**src/rtl/alu_pkg.sv**
```systemverilog
// alu_pkg: shared types for the multi-cycle ALU.
//   alu_op_t : 3-bit operation code carried on the request side.
//   state_t  : control FSM states of alu_mc, also exported for debug.
package alu_pkg;

   typedef enum logic [2:0] {
      OP_ADD = 3'd0,
      OP_SUB = 3'd1,
      OP_MUL = 3'd2,
      OP_DIV = 3'd3,
      OP_REM = 3'd4,
      OP_AND = 3'd5,
      OP_OR  = 3'd6,
      OP_XOR = 3'd7
   } alu_op_t;

   typedef enum logic [1:0] {
      IDLE     = 2'd0,
      DIV_BUSY = 2'd1,
      DONE     = 2'd2
   } state_t;

   // DIV and REM are the only ops that may use the iterative divider.
   function automatic logic is_div_op(alu_op_t op);
      return (op == OP_DIV) || (op == OP_REM);
   endfunction

endpackage

```
**src/rtl/alu_mc_if.sv**
```systemverilog
// alu_mc_if: request/response bus of the multi-cycle ALU.
//   request : in_valid, in_ready, a, b, sel
//   response: out_valid, out_ready, out, div_by_zero
// Handshake: a transfer happens on a rising edge where valid && ready.
// A producer holds valid and its payload steady until that edge; ready
// never depends combinationally on valid. div_by_zero is only meaningful
// while out_valid is high.
// master: drives requests and consumes results; slave: the ALU.
interface alu_mc_if
   import alu_pkg::*;
#(
   parameter int WIDTH = 32
);
   logic             in_valid;
   logic             in_ready;
   logic [WIDTH-1:0] a;
   logic [WIDTH-1:0] b;
   alu_op_t          sel;
   logic             out_valid;
   logic             out_ready;
   logic [WIDTH-1:0] out;
   logic             div_by_zero;

   modport master (
      output in_valid, a, b, sel, out_ready,
      input  in_ready, out_valid, out, div_by_zero
   );

   modport slave (
      input  in_valid, a, b, sel, out_ready,
      output in_ready, out_valid, out, div_by_zero
   );
endinterface

```
**src/rtl/alu_div_iter.sv**
```systemverilog
// alu_div_iter: iterative unsigned restoring divider, one quotient bit
// per cycle.
//   clk, rst            : clock, synchronous active-high reset
//   start               : load dividend/divisor and begin (divisor != 0)
//   dividend, divisor   : operands, sampled only when start is high
//   quotient, remainder : result of the step taken this cycle; final
//                         when done is high
//   done                : high during the final step
module alu_div_iter #(
   parameter int WIDTH = 32
) (
   input  logic             clk,
   input  logic             rst,
   input  logic             start,
   input  logic [WIDTH-1:0] dividend,
   input  logic [WIDTH-1:0] divisor,
   output logic [WIDTH-1:0] quotient,
   output logic [WIDTH-1:0] remainder,
   output logic             done
);
   localparam int CW = $clog2(WIDTH);

   logic [WIDTH-1:0] q_r;   // dividend shifting out, quotient shifting in
   logic [WIDTH-1:0] r_r;   // partial remainder, always < divisor
   logic [WIDTH-1:0] d_r;
   logic [CW-1:0]    cnt;
   logic             busy;

   logic [WIDTH:0]   shifted;
   logic             ge;
   logic [WIDTH-1:0] r_next;
   logic [WIDTH-1:0] q_next;

   // shifted can reach 2*divisor-1, so the compare needs WIDTH+1 bits;
   // when it succeeds the difference is below divisor and fits WIDTH bits.
   always_comb begin
      shifted = {r_r, q_r[WIDTH-1]};
      ge      = shifted >= {1'b0, d_r};
      r_next  = ge ? (shifted[WIDTH-1:0] - d_r) : shifted[WIDTH-1:0];
      q_next  = {q_r[WIDTH-2:0], ge};
   end

   assign quotient  = q_next;
   assign remainder = r_next;
   assign done      = busy && (cnt == CW'(WIDTH - 1));

   always_ff @(posedge clk) begin
      if (rst) begin
         q_r  <= '0;
         r_r  <= '0;
         d_r  <= '0;
         cnt  <= '0;
         busy <= 1'b0;
      end else if (start) begin
         q_r  <= dividend;
         r_r  <= '0;
         d_r  <= divisor;
         cnt  <= '0;
         busy <= 1'b1;
      end else if (busy) begin
         q_r <= q_next;
         r_r <= r_next;
         if (done) begin
            busy <= 1'b0;
            cnt  <= '0;
         end else begin
            cnt <= cnt + CW'(1);
         end
      end
   end
endmodule

```
**src/rtl/alu_mc.sv**
```systemverilog
// alu_mc: registered multi-cycle unsigned integer ALU.
//   clk, rst  : clock, synchronous active-high reset
//   bus       : alu_mc_if slave (request a/b/sel, response out/div_by_zero)
//   dbg_state : current control FSM state
// ADD/SUB/MUL/logic ops and divide-by-zero finish one cycle after accept;
// DIV/REM with a nonzero divisor run WIDTH steps on alu_div_iter.
module alu_mc
   import alu_pkg::*;
#(
   parameter int WIDTH = 32
) (
   input  logic     clk,
   input  logic     rst,
   alu_mc_if.slave  bus,
   output state_t   dbg_state
);
   state_t           state;
   logic [WIDTH-1:0] out_r;
   logic             dbz_r;
   logic             rem_sel;   // latched at accept: return remainder

   logic             accept;
   logic             b_zero;
   logic             start_div;
   logic [WIDTH-1:0] alu_res;
   logic [WIDTH-1:0] div_q;
   logic [WIDTH-1:0] div_r;
   logic             div_done;

   assign accept    = (state == IDLE) && bus.in_valid;
   assign b_zero    = (bus.b == '0);
   assign start_div = accept && is_div_op(bus.sel) && !b_zero;

   // Single-cycle result. The DIV/REM arms only matter for b == 0.
   always_comb begin
      alu_res = '0;
      unique case (bus.sel)
         OP_ADD:  alu_res = bus.a + bus.b;
         OP_SUB:  alu_res = bus.a - bus.b;
         OP_MUL:  alu_res = bus.a * bus.b;
         OP_DIV:  alu_res = '1;
         OP_REM:  alu_res = bus.a;
         OP_AND:  alu_res = bus.a & bus.b;
         OP_OR:   alu_res = bus.a | bus.b;
         OP_XOR:  alu_res = bus.a ^ bus.b;
         default: alu_res = '0;
      endcase
   end

   alu_div_iter #(.WIDTH(WIDTH)) u_div (
      .clk       (clk),
      .rst       (rst),
      .start     (start_div),
      .dividend  (bus.a),
      .divisor   (bus.b),
      .quotient  (div_q),
      .remainder (div_r),
      .done      (div_done)
   );

   always_ff @(posedge clk) begin
      if (rst) begin
         state   <= IDLE;
         out_r   <= '0;
         dbz_r   <= 1'b0;
         rem_sel <= 1'b0;
      end else begin
         unique case (state)
            IDLE: begin
               if (accept) begin
                  if (start_div) begin
                     rem_sel <= (bus.sel == OP_REM);
                     state   <= DIV_BUSY;
                  end else begin
                     out_r <= alu_res;
                     dbz_r <= is_div_op(bus.sel) && b_zero;
                     state <= DONE;
                  end
               end
            end
            DIV_BUSY: begin
               if (div_done) begin
                  out_r <= rem_sel ? div_r : div_q;
                  dbz_r <= 1'b0;
                  state <= DONE;
               end
            end
            DONE: begin
               if (bus.out_ready) state <= IDLE;
            end
            default: state <= IDLE;
         endcase
      end
   end

   // Handshake outputs come from the state register only.
   assign bus.in_ready    = (state == IDLE);
   assign bus.out_valid   = (state == DONE);
   assign bus.out         = out_r;
   assign bus.div_by_zero = dbz_r;
   assign dbg_state       = state;
endmodule

```
**src/flat_wrapper.sv**
```systemverilog
// flat-port wrapper written by rule: the top's interface ports become plain ports
module alu_mc_flat import alu_pkg::*;
#(
   parameter int WIDTH = 32
)
  (clk, rst, dbg_state, bus_in_valid, bus_a, bus_b, bus_sel, bus_out_ready, bus_in_ready, bus_out_valid, bus_out, bus_div_by_zero);
  alu_mc_if #(.WIDTH(WIDTH)) bus_i ();
  input  logic clk;
  input  logic rst;
  output state_t dbg_state;
  input wire logic [$bits(bus_i.in_valid)-1:0] bus_in_valid;
  input wire logic [$bits(bus_i.a)-1:0] bus_a;
  input wire logic [$bits(bus_i.b)-1:0] bus_b;
  input wire logic [$bits(bus_i.sel)-1:0] bus_sel;
  input wire logic [$bits(bus_i.out_ready)-1:0] bus_out_ready;
  output wire logic [$bits(bus_i.in_ready)-1:0] bus_in_ready;
  output wire logic [$bits(bus_i.out_valid)-1:0] bus_out_valid;
  output wire logic [$bits(bus_i.out)-1:0] bus_out;
  output wire logic [$bits(bus_i.div_by_zero)-1:0] bus_div_by_zero;
  assign bus_i.in_valid = bus_in_valid;
  assign bus_i.a = bus_a;
  assign bus_i.b = bus_b;
  assign bus_i.sel = bus_sel;
  assign bus_i.out_ready = bus_out_ready;
  assign bus_in_ready = bus_i.in_ready;
  assign bus_out_valid = bus_i.out_valid;
  assign bus_out = bus_i.out;
  assign bus_div_by_zero = bus_i.div_by_zero;
  alu_mc #(.WIDTH(WIDTH)) u_core (.clk(clk), .rst(rst), .bus(bus_i), .dbg_state(dbg_state));
endmodule
```
**config.mk**
```make
export PLATFORM = sky130hd
export DESIGN_NAME = alu_mc_flat
export DESIGN_NICKNAME = d
export VERILOG_FILES = /design/src/rtl/alu_pkg.sv /design/src/rtl/alu_mc_if.sv /design/src/rtl/alu_div_iter.sv /design/src/rtl/alu_mc.sv /design/src/flat_wrapper.sv
export SDC_FILE = /design/constraint.sdc
export NUM_CORES = 2
export LEC_CHECK = 0
export CAP_MARGIN = 10
export CORE_MARGIN = 4
export CORE_UTILIZATION = 50
export CTS_CLUSTER_SIZE = 14
export DETAILED_ROUTE_END_ITERATION = 8
export GPL_TIMING_DRIVEN = 0
export PLACE_DENSITY = 0.74
export SLEW_MARGIN = 15
export SYNTH_ARGS = -nofsm -noshare
export SYNTH_HDL_FRONTEND = slang
export SYNTH_SLANG_ARGS = --single-unit
```
**constraint.sdc**
```tcl
create_clock -name clk -period 10 [get_ports clk]
set_clock_uncertainty 0.2 [all_clocks]
set_input_delay 2 -clock clk [delete_from_list [all_inputs] [get_ports clk]]
set_output_delay 2 -clock clk [all_outputs]
set_load 0.05 [all_outputs]
```
Yosys cells after proc, flatten, opt, wreduce, memory -nomap -nowiden
Index checks and enable logic that the tools add are counted.
{"block": "totals", "reg_bits": 138, "input_bits": 71}
{"block": "classes", "addsub": 4, "multipliers": 1, "order_cmp": 1, "n_eq_ne": 14, "mux": 22, "bitwise": 3, "n_reduce_logical": 16}
{"cell": "case mux 32 bit (8 select lines)", "n": 1}
{"cell": "two-way mux 32 bit", "n": 7}
{"cell": "case mux 32 bit (2 select lines)", "n": 1}
{"cell": "subtractor 32 bit", "n": 2}
{"cell": ">= comparator 33 x 32 -> 1 bit", "n": 1}
{"cell": "adder 32 bit", "n": 1}
{"cell": "bitwise AND 32 bit", "n": 1}
{"cell": "zero test 32 bit", "n": 1}
{"cell": "multiplier 32 x 32 -> 32 bit", "n": 1}
{"cell": "bitwise OR 32 bit", "n": 1}
{"cell": "bitwise XOR 32 bit", "n": 1}
{"cell": "equality test 3 bit (second input constant)", "n": 4}
{"cell": "two-way mux 2 bit", "n": 4}
{"cell": "equality test 3 x 2 -> 1 bit (second input constant)", "n": 2}
{"cell": "two-way mux 1 bit", "n": 6}
{"cell": "case mux 2 bit (3 select lines)", "n": 1}
{"cell": "AND reduction 3 bit", "n": 2}
{"cell": "adder 5 x 1 -> 5 bit (second input constant)", "n": 1}
{"cell": "equality test 5 bit (second input constant)", "n": 1}
{"cell": "logical AND 1 bit", "n": 5}
{"cell": "two-way mux 5 bit", "n": 1}
{"cell": "inequality test 2 x 1 -> 1 bit (second input constant)", "n": 2}
{"cell": "inequality test 2 bit (second input constant)", "n": 2}
{"cell": "AND reduction 4 bit", "n": 1}
{"cell": "other kinds (10)", "n": 11}

Longest topological paths before layout
{"block": "depth", "word_depth": 7, "ltp_mapped": 29, "ltp_nobuf": 27}

By module
Synthesis repeated with hierarchy kept, for this count alone.
{"block": "unflattened", "cells_unflattened": 3423, "hier_area_um2": 28031.9}
{"module": "alu_mc", "n_inst": 1, "cells_each": 2606, "area_per_inst_um2": 21291.7, "seq_area_each_um2": 720.7}
{"module": "alu_div_iter", "n_inst": 1, "cells_each": 817, "area_per_inst_um2": 6740.2, "seq_area_each_um2": 2042.0}

Worst setup path after synthesis
OpenSTA, ideal clock, no wires.
{"block": "synth_timing", "path_type": "input-to-reg", "start": "input bus_b[3]", "end": "register u_core.out_r[29] (netlist: u_core.bus.out[29])", "setup_ns": 0.120, "arrival_time_ns": 8.648, "required_ns": 9.680, "setup_slack_ns": 1.032, "path_stages": 27, "n_path_buf": 2, "path_cell_list": "clkbuf_1 -> inv_1 -> buf_1 -> nor2_1 -> fa_1 -> inv_1 -> fa_1 -> fa_1 -> fa_1 -> inv_1 -> fa_1 -> inv_1 -> fa_1 -> inv_1 -> fa_1 -> fa_1 -> ha_1 -> a21oi_1 -> o21ai_0 -> a21o_1 -> a21oi_1 -> nor2_1 -> a221o_1 -> o211a_1 -> o21ai_0 -> a31oi_1 -> a211o_1"}
{"block": "synth_via", "elab_chain_cells": 5, "elab_cells_between_ends": 12, "classes_between": "add/sub (2); mul (1); eq/ne (1); mux (4); reduce/logical (4)"}
{"element": "from (decl)", "line": "flat_wrapper.sv:13", "source": "input wire logic [$bits(bus_i.b)-1:0] bus_b;"}
{"element": "multiplier 32 x 32 -> 32 bit (tied with other cells)", "line": "alu_mc.sv:40", "source": "OP_MUL: alu_res = bus.a * bus.b;"}
{"element": "case mux 32 bit (8 select lines) / zero test 1 bit (equally long branches)", "line": "alu_mc.sv:37, alu_mc.sv:32"}
{"element": "two-way mux 32 bit / logical AND 1 bit (equally long branches)", "line": "alu_mc.sv:71, alu_mc.sv:32"}
{"element": "two-way mux 32 bit / inequality test 2 bit (equally long branches)"}
{"element": "case mux 32 bit (2 select lines) / AND reduction 4 bit (equally long branches)"}
{"element": "to (signal assigned)", "line": "alu_mc.sv:75", "source": "out_r <= alu_res;"}
{"element": "to (signal assigned)", "line": "alu_mc.sv:83", "source": "out_r <= rem_sel ? div_r : div_q;"}
{"element": "to (decl)", "line": "alu_mc.sv:18", "source": "logic [WIDTH-1:0] out_r;"}
Parallel ways exist; a longest one is shown, timed or not. The select of a mux whose other input is x is not followed.
A chain may end at the register's enable or synchronous reset.

Worst setup path in the final report
{"block": "layout_timing", "start": "input bus_a[0]", "end": "register u_core.out_r[17] (netlist: u_core.bus.out[17])"}
{"block": "layout_via", "elab_chain_cells": 5, "elab_cells_between_ends": 7, "classes_between": "add/sub (2); mul (1); mux (4)"}
{"element": "from (decl)", "line": "flat_wrapper.sv:12", "source": "input wire logic [$bits(bus_i.a)-1:0] bus_a;"}
{"element": "multiplier 32 x 32 -> 32 bit (tied with other cells)", "line": "alu_mc.sv:40"}
{"element": "case mux 32 bit (8 select lines) *", "line": "alu_mc.sv:37", "source": "unique case (bus.sel)"}
{"element": "two-way mux 32 bit *", "line": "alu_mc.sv:71", "source": "if (start_div) begin"}
{"element": "two-way mux 32 bit *", "line": "alu_mc.sv:70", "source": "if (accept) begin"}
{"element": "case mux 32 bit (2 select lines) *", "line": "alu_mc.sv:68", "source": "unique case (state)"}
Mark *: on every way between the ends. The rest lies on a longest branch, timed or not. The select of a mux whose other input is x is not followed.

==> results.txt <==
* First-iteration detailed-routing DRC count: 3026
- Relative slew margins: 0.229
- Of the total synthesized cell area, the portion taken by AND, OR, NAND and NOR gates is 0.155.
- STA classifies the critical path startpoint as an input port.
- Prior to clock tree synthesis, the placed netlist has a worst setup slack of -2200 ps.
- Clock sink count: 138
* Commonest register cell after synthesis: dfxtp_1
- The initial antenna violation count came to 3.
- Synthesis produced a netlist whose cell count is 3354.
- Setup repair after global routing could not meet its margin everywhere.
- 108 I/O pins were placed.
- In the synthesized netlist the async set-or-reset flop fraction comes to 0.
- Floorplan die area: 58400 um2
* Average cell area after synthesis: 8.15 um2
- In the routed layout, each cell is associated on average with a via count of 6.26.
* CTS tree: yes
- Clock-pin slew was measured on the worst setup and hold paths at 60 ps.
- In this run the worst path has a maximum fanout of 11.
- Across the run, the number of max-cap violations was 0.
- The biggest area contributor in the post-synthesis netlist is fa_1.
- Largest family of logic cells by synthesized area: adder cells
* Endpoint required time on the critical path: 10100 ps
* Routed length per instance: 27.7 um
- Initial standard-cell utilization of the core: 0.507
* Fraction of synthesized cell area in xor and xnor cells: 0.0516
* Warnings, synthesis: 0
* Number of antenna-violating nets in the routed design: 0
* Crit path setup slack, layout: -32.7 ps
* Final setup violation count: 3
* Min Tclk post-route: 10030 ps
- Layout-stage area growth over the synthesis result: 11.1%
* Top post-synthesis cells by area: fa_1, ha_1, dfxtp_1, inv_1, nor2_1
* Top-area cell type share of the netlist area: 0.300
- The worst setup path is captured at a register.
- DR pass1 iterations: 8
- Via count: 26300
- After detailed routing, the number of remaining DRC violations is 0.
- Static timing analysis puts the maximum clock frequency at 99.7 MHz.
- The count of buffers added on input and output ports is 105.
* Number of hold buffers added after cts: 0
- Number of flops mapped to enable cells by yosys: 0
* Largest net degree at the start of global routing: 18
- Synthesis produced a netlist with a net count of 4088.
- In the finished design, the share of the clock period the worst path needs comes to 1.00.
* Mux share of post-synthesis cell area: 0.0340
* CP Class: in2reg
- The die is 242 um wide.
- The longest clock path from root to sink contains 2 buffers.
* Later-pin clock latency in the skew report: 430 ps
- Violated checks: negative setup slack
- The routed design has 116000 um of wire.
- The area fraction in compound gates after synthesis was 0.146.
- Run status: finished, violations left
- The first global-routing pass estimated 170000 um of wire.
- Level count of the clock H-tree: 4
* Number of slew-limit violations in the final report: 0
- In this run the clock root is driven by a clkbuf_16.
- Part of the Yosys area used for sequential elements: 0.101
* Min-Delay Path Class: reg2reg
- Flip-flop and latch count after synthesis: 138
- The final hold violation count is 0.
- The congestion estimate from routability-driven global placement came to 1.07.
- In the global route stage, overall resource usage came out at 0.390.
- At the worst endpoint, the arrival time is 10130 ps.
- Number of library cell types mapped by synthesis: 81
* Number of global-route vias before repair: 26600
* Slew @ Worst Pin: 1160 ps
- Nets: 4220
- Of the cells placed in the final design, the portion with a size suffix greater than 1 is 0.0643.
- HPWL Detailed: 93700 um
* TritonCTS Buffers: 17
- Post-synthesis instance area: 27300 um2
- The region available for standard cell placement spans 53900 um2.
- Number of cell rows: 85
* Area taken by multi-input logic gates: 22000 um2
* Area taken by flip-flops and latches: 2760 um2
* Layout fillers: 5061
- Overall overflow remaining after global route: 0
* Share of synthesized cell area in full adder, half adder and majority cells: 0.416
* Chip Height: 242 um
path summary, 6_finish.rpt:
path | start | end | slack [ps] | depth (start not counted)
setup reg to reg | u_core.u_div.d_r[10] | u_core.bus.out[5] | 5550 | 13
hold / removal | u_core.u_div.d_r[26] | u_core.u_div.d_r[26] | 250 | 2
setup / recovery | bus_a[0] | u_core.bus.out[17] | -30 | 25
hold reg to reg | u_core.u_div.d_r[26] | u_core.u_div.d_r[26] | 250 | 2
per-stage QoR:
stage / std cells / area (um2) / hold WS (ps) / TNS (ps) / utilization
after CTS: 4189 / 30200 / 256 / 0 / 0.559
after detailed placement: 4155 / 29200 / 248 / -32540 / 0.542
after global routing: 4195 / 30300 / 270 / -53.9 / 0.563
after floorplan: 3354 / 27300 / 236 / 0 / -
final: 4197 / 30300 / 253 / -52.6 / 0.563
after global placement: 4155 / 29200 / 242 / -31610 / 0.542
cells by family (layout without fill, tap and decap cells):
kind of cell / Yosys count / in the layout
AOI/OAI and AO/OA: 607 / 607
xor gates and xnor gates: 161 / 161
adders and majority gates: 663 / 663
buffers and inverters: 681 / 826
DFF: 138 / 138
muxes: 88 / 88
other: 0 / 2
and+or+nand+nor: 1016 / 1016
synth_stat cells, types with 6 or more instances:
master / instances
a221oi_1: 6
nor4_1: 6
a21oi_1: 126
nand4_1: 10
nand2b_1: 23
ha_1: 253
clkinv_1: 12
o21a_1: 23
buf_2: 21
inv_1: 477
mux2_2: 9
a31oi_1: 25
dfxtp_1: 138
a22oi_1: 11
o221ai_1: 10
nand2_1: 383
nand3_1: 21
o21bai_1: 10
a21o_1: 32
and3_1: 15
xnor2_1: 123
fa_1: 410
o31ai_1: 12
o41ai_1: 8
a211oi_1: 77
nor2_1: 472
nor3_1: 34
xor2_1: 38
o211ai_1: 36
mux2i_1: 76
and2_1: 8
nor2b_1: 15
buf_1: 22
o21ai_0: 142
clkbuf_1: 136
o22ai_1: 21
a311oi_1: 14
registers in the layout (all words and copies together), names as in the netlist:
| register | flops |
|---|---|
| u_core.bus.div_by_zero | 1 |
| u_core.bus.out | 32 |
| u_core.dbg_state | 2 |
| u_core.rem_sel | 1 |
| u_core.u_div.busy | 1 |
| u_core.u_div.cnt | 5 |
| u_core.u_div.d_r | 32 |
| u_core.u_div.q_r | 32 |
| u_core.u_div.r_r | 32 |
critical path, cell delays in order:
cell	delay (ps)
clkdlybuf4s50_1	540
clkbuf_2	430
clkinv_1	530
clkbuf_2	510
nor2_1	240
fa_1	460
ha_1	230
ha_1	200
fa_1	460
ha_1	290
ha_1	280
inv_1	50
fa_1	470
inv_1	50
fa_1	430
ha_1	220
nor2_1	140
nand2_1	70
o221ai_1	590
a31oi_1	240
a21o_1	220
a211oi_1	740
o31ai_1	340
o211ai_1	260
o211ai_1	130
layout make-up:
class                   instances  area share
clock buffers                  19      0.0143
well taps                     696      0.0287
diodes                          2    0.000165
plain buffers                 181      0.0339
repair buffers                119      0.0391
flip-flops and latches        138      0.0911
multi-input cells            2535       0.726
inverters                     494      0.0626
clock inverters                13     0.00396
metal layers:
metal  global-route usage  vias up  part of all wire
met5                    0        -          0.000086
met4                0.279        2             0.096
met3                0.120      589              0.13
met2                0.585     1918              0.42
met1                0.478    12600              0.35
li1                     -    11100                 -
what timing repair did:
| item | 4_1_cts | 5_1_grt |
|---|---|---|
| gates resized for setup | 149 | 91 |
| setup buffers | 6 | 8 |
| pin swaps | 0 | 2 |
| setup endpoints to repair | 20 | 15 |
placed cells by master, fill, tap and decap left out, drive strengths merged, types with 17 or more instances in the layout:
master,n
mux2i,76
buf,69
xor2,38
a21oi,126
a31oi,25
ha,253
o21ai,147
o22ai,21
clkdlybuf4s50,82
clkbuf,149
nand3,22
fa,410
nor3,37
o211ai,36
o21a,23
nand2b,24
inv,479
nor2,475
dfxtp,138
a211oi,80
clkinv,17
a21o,32
nand2,384
xnor2,123
Power is not shown: default switching activity piles up to over one toggle a cycle in this logic, so the estimate is an artifact.
